`src/rtl/dac_sample_fifo_pkg.sv`:
```
// Shared constants for the DAC sample path: frame width, stereo channel
// field positions and underrun counter width.
package dac_sample_fifo_pkg;

  localparam int SAMPLE_W   = 32;
  localparam int LEFT_MSB   = 31;
  localparam int LEFT_LSB   = 16;
  localparam int RIGHT_MSB  = 15;
  localparam int RIGHT_LSB  = 0;
  localparam int UNDERRUN_W = 16;

  // Packs one stereo frame the way the codec controller shifts it out.
  function automatic logic [SAMPLE_W-1:0] make_frame(
    input logic [LEFT_MSB-LEFT_LSB:0]   left,
    input logic [RIGHT_MSB-RIGHT_LSB:0] right
  );
    logic [SAMPLE_W-1:0] f;
    f = '0;
    f[LEFT_MSB:LEFT_LSB]   = left;
    f[RIGHT_MSB:RIGHT_LSB] = right;
    return f;
  endfunction

endpackage

```
`src/rtl/dac_fifo_mem.sv`:
```
// Sample frame storage: synchronous write port, asynchronous read port so
// the prefetch register can load the head entry in the same cycle it pops.
module dac_fifo_mem #(
  parameter int DEPTH_LOG2 = 4,
  parameter int DATA_W     = 32
) (
  input  logic                  clk,
  input  logic                  wr_en,
  input  logic [DEPTH_LOG2-1:0] wr_addr,
  input  logic [DATA_W-1:0]     wr_data,
  input  logic [DEPTH_LOG2-1:0] rd_addr,
  output logic [DATA_W-1:0]     rd_data
);

  localparam int DEPTH = 1 << DEPTH_LOG2;

  logic [DATA_W-1:0] mem_q [DEPTH];

  always_ff @(posedge clk) begin
    if (wr_en) begin
      mem_q[wr_addr] <= wr_data;
    end
  end

  assign rd_data = mem_q[rd_addr];

endmodule

```
`src/rtl/dac_sample_fifo.sv`:
```
// Stereo DAC frame FIFO with a prefetch output register that the codec
// controller samples on its frame-load strobe; counts strobes that find no data.
module dac_sample_fifo
  import dac_sample_fifo_pkg::*;
#(
  parameter int DEPTH_LOG2 = 4,
  parameter int DATA_W     = SAMPLE_W
) (
  input  logic                    clk,
  input  logic                    reset,
  input  logic [DATA_W-1:0]       wr_data,
  input  logic                    wr_valid,
  output logic                    wr_ready,
  input  logic                    load_strobe,
  output logic [DATA_W-1:0]       dac_data,
  output logic                    fifo_empty,
  output logic                    fifo_full,
  output logic [DEPTH_LOG2:0]     level,
  input  logic                    underrun_clr,
  output logic [UNDERRUN_W-1:0]   underrun_cnt
);

  localparam logic [DEPTH_LOG2:0] DEPTH_CNT = (DEPTH_LOG2+1)'(1 << DEPTH_LOG2);

  logic [DEPTH_LOG2-1:0] wr_ptr_q, wr_ptr_d;
  logic [DEPTH_LOG2-1:0] rd_ptr_q, rd_ptr_d;
  logic [DEPTH_LOG2:0]   count_q, count_d;
  logic                  out_valid_q, out_valid_d;
  logic [DATA_W-1:0]     dac_data_q, dac_data_d;
  logic [UNDERRUN_W-1:0] underrun_cnt_q, underrun_cnt_d;

  logic              wr_fire;
  logic              pop;
  logic [DATA_W-1:0] mem_rd_data;

  assign wr_ready = !reset && (count_q != DEPTH_CNT);
  assign wr_fire  = wr_valid && wr_ready;
  // Refill the output register when it is empty or being consumed this cycle.
  assign pop      = (count_q != '0) && (!out_valid_q || load_strobe);

  dac_fifo_mem #(
    .DEPTH_LOG2 (DEPTH_LOG2),
    .DATA_W     (DATA_W)
  ) u_mem (
    .clk     (clk),
    .wr_en   (wr_fire),
    .wr_addr (wr_ptr_q),
    .wr_data (wr_data),
    .rd_addr (rd_ptr_q),
    .rd_data (mem_rd_data)
  );

  always_comb begin
    wr_ptr_d       = wr_ptr_q;
    rd_ptr_d       = rd_ptr_q;
    count_d        = count_q;
    out_valid_d    = out_valid_q;
    dac_data_d     = dac_data_q;
    underrun_cnt_d = underrun_cnt_q;

    if (wr_fire) begin
      wr_ptr_d = wr_ptr_q + 1'b1;
    end

    if (pop) begin
      rd_ptr_d    = rd_ptr_q + 1'b1;
      dac_data_d  = mem_rd_data;
      out_valid_d = 1'b1;
    end else if (load_strobe) begin
      // Nothing ready for the next frame: present silence.
      dac_data_d  = '0;
      out_valid_d = 1'b0;
    end

    case ({wr_fire, pop})
      2'b10:   count_d = count_q + 1'b1;
      2'b01:   count_d = count_q - 1'b1;
      default: count_d = count_q;
    endcase

    if (underrun_clr) begin
      underrun_cnt_d = '0;
    end else if (load_strobe && !out_valid_q && (underrun_cnt_q != '1)) begin
      underrun_cnt_d = underrun_cnt_q + 1'b1;
    end
  end

  always_ff @(posedge clk) begin
    if (reset) begin
      wr_ptr_q       <= '0;
      rd_ptr_q       <= '0;
      count_q        <= '0;
      out_valid_q    <= 1'b0;
      dac_data_q     <= '0;
      underrun_cnt_q <= '0;
    end else begin
      wr_ptr_q       <= wr_ptr_d;
      rd_ptr_q       <= rd_ptr_d;
      count_q        <= count_d;
      out_valid_q    <= out_valid_d;
      dac_data_q     <= dac_data_d;
      underrun_cnt_q <= underrun_cnt_d;
    end
  end

  assign dac_data     = dac_data_q;
  assign underrun_cnt = underrun_cnt_q;
  assign fifo_empty   = (count_q == '0) && !out_valid_q;
  assign fifo_full    = (count_q == DEPTH_CNT);
  assign level        = count_q + {{DEPTH_LOG2{1'b0}}, out_valid_q};

endmodule

```
`config.mk`:
```
export PLATFORM = sky130hd
export DESIGN_NAME = dac_sample_fifo
export DESIGN_NICKNAME = d
export VERILOG_FILES = /design/src/rtl/dac_sample_fifo_pkg.sv /design/src/rtl/dac_fifo_mem.sv /design/src/rtl/dac_sample_fifo.sv
export SDC_FILE = /design/constraint.sdc
export NUM_CORES = 1
export LEC_CHECK = 0
export CORE_MARGIN = 8
export CORE_UTILIZATION = 30
export CTS_BUF_LIST = sky130_fd_sc_hd__clkbuf_2 sky130_fd_sc_hd__clkbuf_4 sky130_fd_sc_hd__clkbuf_8
export DETAILED_ROUTE_END_ITERATION = 16
export DONT_BUFFER_PORTS = 1
export GPL_ROUTABILITY_DRIVEN = 0
export PLACE_DENSITY = 0.47
export RECOVER_POWER = 100
export SYNTH_ARGS = -nofsm -noshare
export SYNTH_HDL_FRONTEND = slang
export SYNTH_SLANG_ARGS = --single-unit
```
`constraint.sdc`:
```
create_clock -name clk -period 6.7 [get_ports clk]
set_clock_uncertainty 0.15 [all_clocks]
set_input_delay 1.34 -clock clk [delete_from_list [all_inputs] [get_ports clk]]
set_output_delay 1.34 -clock clk [all_outputs]
set_load 0.01 [all_outputs]
```
==> results.toml, run 1 <==
[cts]
clkSinkCount = 578
cts_buffer_depth = 3
clk_pin_slew_ps = 60
insertion_delay_ps = 670
cts_hold_buf = 0
cts_buffers = 99
cts-root-buf = "clkbuf_8"
cts_tree = "built"
ctsResizeCount = 0
cts_setup_buffers = 0
htree_levels = 3

[pwr]
ir_drop_mv = 0.181
power.density_nw_per_um2 = 356
p_leak_nw = 8.01

[layout]
final_core_util_pct = 34.4
nets = 1207
area_delta_synth_final_pct = 14.3
fin_area_um2 = 25400
fill_cells = 6906
drive_above_1_share_pct = 26.2

[setup_path]
r2r_cells = 5
crit_path_max_incr_delay_ps = 1940
worstReg2RegStart = "count_q[1]"
critPathRequiredTime_ps = 6870
r2r-end = "u_mem.mem_q[12][16]"
critPathArrivalTime_ps = 4960
path_class = "register to register"
critical_path.cell_chain = "nor4_1, a211oi_1, nand2_1, nor2_1, buf_4"
worstSetupStartpointType = "register"
worstPathMaxFanout = 18
r2r_setup_slack_ps = 1920
cp-end-kind = "register"
critPathSlowestCell = "nor2_1"

[yosys]
synth_common_cells = "edfxtp_1, mux4_2, mux2i_1"
ys_ff_latch = 578
yosysTopAreaCellShare_pct = 69.2
yosysMostFrequentCell = "edfxtp_1"
synth_area_leaders = "edfxtp_1, mux4_2, dfxtp_1"
yosysSeqAreaShare_pct = 75.1
synth_cell_types = 52
synthesis.area_um2 = 22200
yosysTopAreaCell = "edfxtp_1"
ys_warn_count = 0
avgSynthCellArea_um2 = 20.3
synthArstFlopShare_pct = 0
synth_edf_count = 512
syn_nets = 1142
synth_cells = 1094
dominantRegCellSynth = "edfxtp_1"

[drt]
ant_nets = 0
vias = 10500
avgViaCountPerCell = 4.76
drt_first_pass_iters = 4
route.detailed.drc = 0
drt_iter0_markers = 613
wl_per_cell_um = 23.2
wl_um = 51400

[die]
core_um2 = 73900
start_util_pct = 30.1
die_x_um = 288
num_rows = 100
fp.dieArea_um2 = 83000
chipHeight_um = 288
pin_count = 93

[placed_design]
dpl_cell_area_um2 = 23500
portBuffers = 0
pre_cts_slack_ps = 2390
detailed_place_hpwl_um = 27300

[sta]
setup_viol = 0
fin_crit_sh_pct = 71.4
worst_slack_ps = 1920
worstMarginPinSlew_ps = 2630
setup_tns_ps = 0
finalHoldWorstSlack_ps = 381
period_needed_ps = 4780
slew_headroom_pct = -75.0
rsz0062_at_grt = "false"
max_clock_freq_ghz = 0.209
drv_slew = 439
finalHoldViolCount = 0

[job]
cap_violations = 17

[hold_path]
whs_endpoint = "dac_data[0]"
hold_start = "dac_data[0]"
hold_path_depth = 1
hp-class = "register to register"

[global_route]
grt_pass1_wl_um = 77100
grt_max_degree = 129
antenna_found_initial = 1
grt_use_total_pct = 12.5
first_global_vias = 11500
overflow = 0

[run_status]
run_status = "finished, violations left"
violations = "capacitance limit, slew limit"
[worst max-delay path: cells and delay by family, from the launching register on]
family / cells / cell delay [ps]
compound gates: 1 / 730
buf+inv: 1 / 560
simple gates: 3 / 2460
flops: 1 / 530
[power breakdown]
| part | internal [mW] | switching, mW |
|---|---|---|
| Combinational | 0.738 | 0.721 |
| Clock | 1.83 | 1.43 |
| Sequential | 4.09 | 0.229 |
| Total | 6.67 | 2.38 |
[routing by layer]
metal / GRT usage [%] / share of wire (%) / vias to the layer above
met3: 3.15 / 5.1 / 73
met5: 0 / 0 / -
li1: - / - / 4675
met1: 15.6 / 43 / 5591
met4: 4.06 / 1.9 / 0
met2: 21.1 / 50 / 202
[flip-flops by register name (all words and copies together) (netlist names), named ones only]
register      cells
underrun_cnt     16
dac_data         32
wr_ptr_q          4
count_q           5
u_mem.mem_q     512
out_valid_q       1
rd_ptr_q          4
[cells by family (layout without fill, tap and decap cells)]
kind of cell | count (synthesis) | after routing | share of synthesized area (%)
buf+inv | 68 | 217 | 1.53
mux | 199 | 199 | 16.2
simple gates | 117 | 117 | 2.71
other cells | 0 | 1 | 0
compound gates | 110 | 110 | 3.41
fa+ha+maj | 11 | 11 | 0.619
xor+xnor | 11 | 11 | 0.433
flops | 578 | 578 | 75.1
[cell usage in the layout, fill, tap and decap left out, types with 3 or more instances in the layout]
| cell | count |
|---|---|
| a21oi_1 | 12 |
| o22ai_1 | 32 |
| edfxtp_1 | 512 |
| or2_2 | 3 |
| xor2_1 | 7 |
| xnor2_1 | 4 |
| mux2i_1 | 69 |
| buf_12 | 3 |
| nand2_1 | 19 |
| buf_4 | 10 |
| a31oi_1 | 5 |
| clkinv_2 | 14 |
| clkinv_1 | 16 |
| nor2b_1 | 3 |
| nand3_1 | 11 |
| a21o_1 | 32 |
| nand4_1 | 6 |
| dfxtp_4 | 3 |
| or4_1 | 3 |
| bufinv_16 | 4 |
| dfxtp_1 | 63 |
| clkbuf_1 | 10 |
| o31ai_1 | 3 |
| o21ai_0 | 10 |
| clkbuf_8 | 104 |
| mux4_2 | 128 |
| ha_1 | 11 |
| nand2b_1 | 4 |
| o211ai_1 | 4 |
| nor2_1 | 29 |
| inv_1 | 9 |
| or3_1 | 6 |
| nor2_4 | 4 |
| and2_1 | 4 |
| nor4_1 | 5 |
| nor3_1 | 11 |
| clkbuf_4 | 41 |
[how the worst max path moves through the flow]
stage	start	endpoint
6_report	count_q[1]	u_mem.mem_q[12][16]
4_1_cts	count_q[1]	wr_ready
3_5_place_dp	wr_valid	u_mem.mem_q[12][13]
2_1_floorplan	reset	u_mem.mem_q[0][0]
5_1_grt	count_q[1]	u_mem.mem_q[12][16]
3_3_place_gp	wr_valid	u_mem.mem_q[12][20]
[final cells by class]
cell class	count	area [µm²]	share of cell area [%]
multi-input combinational	448	5220	20.6
clock buffer	145	1740	6.84
sequential	578	16700	65.7
timing repair buffer	23	173	0.679
clock inverter	40	322	1.27
tap	969	1210	4.77
antenna	1	2.50	0.00985
inverter	9	33.8	0.133
[stage by stage]
step	power [mW]	std cells
2_1_floorplan	5.54	1094
3_3_place_gp	5.93	2027
3_5_place_dp	5.93	2027
4_1_cts	9.24	2212
5_1_grt	9.49	2213
6_report	9.05	2213
(Power assumes the default switching activity.)
==> run 2, diff against run 1 <==
Clock period 6.7 ns to 4.8 ns, I/O delays scaled along.
==> run 2 against run 1 <==
Net effect:
- the run still ends with capacitance limit, slew limit left
- largest power group unchanged
- sequential power grew 42%
- sequential cell count is the same
- combinational power grew 36%
- critical path type unchanged
- die area is the same
- clock-buffer cell count shrank 3
- highest routed layer unchanged
- power grew 39%
- first-iteration DRC count grew 6.2%
- setup slack lost 870 ps
==> results.toml, run 2 (synthesized netlist as in run 1, its figures left out) <==
[setup_path]
critPathArrivalTime_ps = 4180
worstPathMaxFanout = 22
worstSetupStartpointType = "register"
path_class = "register to register"
cp-end-kind = "register"
r2r_cells = 5
critPathRequiredTime_ps = 5220

[layout]
drive_above_1_share_pct = 27.3
final_cells = 2221
final_core_util_pct = 34.5
area_delta_synth_final_pct = 14.9
top_register = "u_mem.mem_q"
final_common_cell = "edfxtp_1"
largest_register_ffs = 512
regArea_um2 = 16700
multi_input_area_um2 = 5270
final_cell_mix = "edfxtp_1, mux4_2, clkbuf_8"
nets = 1215
fill_cells = 6893

[die]
pin_count = 93
chipHeight_um = 288
fp.dieArea_um2 = 83000
core_um2 = 73900
die_x_um = 288
num_rows = 100
start_util_pct = 30.1

[cts]
cts_buffer_depth = 3
cts-root-buf = "clkbuf_8"
ctsResizeCount = 0
cts_setup_buffers = 0
insertion_delay_ps = 700
cts_tree = "built"
htree_levels = 3
cts_hold_buf = 0
clkSinkCount = 578
cts_buffers = 99
clk_pin_slew_ps = 60

[global_route]
first_global_vias = 11400
grt_pass1_wl_um = 77600
grt-busiest-layer = "met2"
grt_use_total_pct = 12.6
grt_max_degree = 52
grtUsageMet1_pct = 16.3
met3_usage_pct = 2.91
overflow = 0
met2_usage_pct = 20.7
antenna_found_initial = 1

[drt]
vias = 10500
drt_iter0_markers = 651
drt_first_pass_iters = 5
wl_per_cell_um = 23.3
avgViaCountPerCell = 4.75
wl_um = 51900
ant_nets = 0
route.detailed.drc = 0

[sta]
max_clock_freq_ghz = 0.266
setup_viol = 0
setup_tns_ps = 0
slew_headroom_pct = -15.0
fin_crit_sh_pct = 78.2
rsz0062_at_grt = "false"
finalHoldViolCount = 0
drv_slew = 41
period_needed_ps = 3750
worstMarginPinSlew_ps = 1720

[pwr]
ir_drop_mv = 0.204
power.density_nw_per_um2 = 493
p_leak_nw = 8.06

[hold_path]
hp-class = "primary input to register"
hold_path_depth = 1

[placed_design]
detailed_place_hpwl_um = 28800
portBuffers = 0
dp.cells = 2035

[run_status]
violations = "capacitance limit, slew limit"
run_status = "finished, violations left"

[job]
cap_violations = 2
run 2: changes by cell type in the layout (fill, tap and decap cells not counted), sizes merged:
cell and delta:
buf +5, clkinv +4, bufinv -1
run 2: final timing paths:
path / start / to / slack, ps
setup / recovery: count_q[1] / dac_data[28] / 1050
hold / removal: reset / count_q[2] / 200
setup reg to reg: count_q[1] / dac_data[28] / 1050
hold reg to reg: dac_data[26] / dac_data[26] / 380
run 2: routing by layer:
metal	vias to the layer above	share of wire [%]
met4	0	2.1
met3	82	4.5
met1	5561	44
met5	-	0
met2	205	49
li1	4691	-
run 2: final cells by class:
type	instances	share of cell area, %
sequential	578	65.4
timing repair buffer	31	1.16
multi-input combinational	448	20.6
clock inverter	43	1.25
clock buffer	142	6.67
tap	969	4.75
antenna	1	0.00980
inverter	9	0.132
run 2: report_power, final:
group / switching [mW] / internal (mW) / total [mW] / leakage [nW]
logic: 0.939 / 1.05 / 1.99 / 1.83
registers: 0.411 / 5.71 / 6.12 / 5.15
clock network: 2.01 / 2.47 / 4.48 / 1.08
run 2: critical path, stage by stage, from the launching register on:
cell and delay [ps]:
dfxtp_1 410, or4_1 720, o211ai_2 1350, clkbuf_1 600, o22ai_1 200, a21o_1 200
run 2: through the flow:
step / total power, mW / hold WS (ps) / setup slack [ps] / cell area, µm²
6_report: 12.6 / 205 / 1050 / 25500
5_1_grt: 13.2 / 140 / 718 / 25500
4_1_cts: 12.9 / 114 / 1410 / 25600
3_5_place_dp: 8.32 / 376 / 1170 / 23600
3_3_place_gp: 8.32 / 374 / 1090 / 23600
2_1_floorplan: 7.73 / 347 / 276 / 22200
==> run 3, diff against run 2 <==
Clock period 4.8 ns to 3.9 ns, I/O delays scaled along.
==> run 3 against run 2 <==
Net effect:
- the run now ends clean
- utilization up 0.43 points
- clock power up 17%
- global-route usage up 0.31 points
- routed wire length up 3.5%
- clock-buffer cell count down 9
- register-to-register slack worse by 680 ps
- via count up 2.8%
- first-iteration DRC count up 13%
==> results.toml, run 3 (synthesized netlist as in run 1, its figures left out) <==
[sta]
rsz0062_at_grt = "false"
drv_slew = 0
fin_crit_sh_pct = 90.5
max_clock_freq_ghz = 0.283
setup_tns_ps = 0
period_needed_ps = 3530
finalHoldViolCount = 0
finalHoldWorstSlack_ps = 79.7
slew_headroom_pct = 12.1
setup_viol = 0
worstMarginPinSlew_ps = 1320

[global_route]
first_global_vias = 11400
antenna_found_initial = 5
grt_use_total_pct = 12.9
grt_pass1_wl_um = 78600
grt_max_degree = 61
overflow = 0

[cts]
htree_levels = 3
ctsResizeCount = 0
clkSinkCount = 578
cts_buffer_depth = 3
clk_pin_slew_ps = 60
cts_tree = "built"
cts-root-buf = "clkbuf_8"
insertion_delay_ps = 670
cts_buffers = 94

[layout]
drive_above_1_share_pct = 26.2
final_cell_mix = "edfxtp_1, mux4_2, clkbuf_8"
largest_register_ffs = 512
nets = 1249
final_core_util_pct = 35.0
final_common_cell = "edfxtp_1"
top_register = "u_mem.mem_q"
area_delta_synth_final_pct = 16.3

[die]
num_rows = 100
core_um2 = 73900
die_x_um = 288
start_util_pct = 30.1
chipHeight_um = 288
pin_count = 93
fp.dieArea_um2 = 83000

[pwr]
p_leak_nw = 8.17
clockPowerShare_pct = 34.1
switching_share_pct = 26.9
seq_power_share_pct = 48.7
p_int_mw = 11.2
ir_drop_mv = 0.210
power.density_nw_per_um2 = 594
switchingPower_mw = 4.13
pwr-share-comb_pct = 17.2

[setup_path]
critPathArrivalTime_ps = 3670
path_class = "register to register"
critPathRequiredTime_ps = 4040
worstPathMaxFanout = 14
worstSetupStartpointType = "register"
cp-end-kind = "register"

[drt]
top_layer = "met5"
met1_length_um = 23200
avgViaCountPerCell = 4.82
ant_nets = 0
route.detailed.drc = 0
drt_iter0_markers = 736
wl_per_cell_um = 23.9
met3_wirelength_um = 2590
wl_met2_um = 27000
vias = 10800
drt_first_pass_iters = 5
wl_um = 53700

[placed_design]
detailed_place_hpwl_um = 28000
portBuffers = 0

[job]
cap_violations = 0

[hold_path]
hp-class = "primary input to register"

[run_status]
run_status = "completed"
[run 3: cell count changes in the layout (fill, tap and decap cells not counted), sizes merged]
cell,change
clkinv,-4
clkbuf,-10
inv,+2
diode,+1
buf,+6
bufinv,-1
dlygate4sd3,+34
clkinvlp,-1
[run 3: final timing paths]
kind / from / cells after the start / endpoint / slack [ps]
max reg2reg: count_q[1] / 5 / u_mem.mem_q[8][27] / 370
min: wr_data[17] / 0 / u_mem.mem_q[4][17] / 80
max: count_q[1] / 5 / u_mem.mem_q[8][27] / 370
min reg2reg: dac_data[24] / 1 / dac_data[24] / 380
[run 3: power groups by stage]
stage	clock [mW]	sequential [mW]	combinational [mW]
6_report	5.23	7.48	2.65
5_1_grt	5.68	7.55	2.88
4_1_cts	5.43	7.51	2.75
3_5_place_dp	0	7.64	2.64
3_3_place_gp	0	7.64	2.64
2_1_floorplan	0	7.34	2.17
[run 3: metrics by stage]
step / std cells / cell area, µm² / setup slack [ps] / power [mW]
floorplan: 1094 / 22200 / 408 / 9.51
global placement: 2040 / 23800 / 401 / 10.3
detailed placement: 2040 / 23800 / 400 / 10.3
CTS: 2246 / 26000 / 477 / 15.7
global route: 2247 / 25900 / 120 / 16.1
finish: 2248 / 25900 / 369 / 15.4
[run 3: area by class of cell]
class,count,area (µm²)
multi-input combinational,448,5270
clock buffer,133,1620
fill,6874,48100
tap,969,1210
clock inverter,39,267
timing repair buffer,70,743
sequential,578,16700
inverter,9,33.8
antenna,2,5.00
[run 3: worst max-delay path: stages (launching register included)]
cell and delay [ps]:
dfxtp_1 540, nor4_1 180, a211oi_1 730, nand2_1 360, nor2_4 590, clkbuf_2 590
[run 3: timing repair]
| action | in CTS | in global routing |
|---|---|---|
| buffers inserted | 0 | 0 |
| hold buffers | 34 | 0 |
| hold endpoints to repair | 467 | 0 |
[run 3: layer usage]
layer	track usage, %	up-vias
met5	0	-
met4	3.97	4
met3	2.85	69
met2	21.9	236
met1	16.4	5752
li1	-	4770
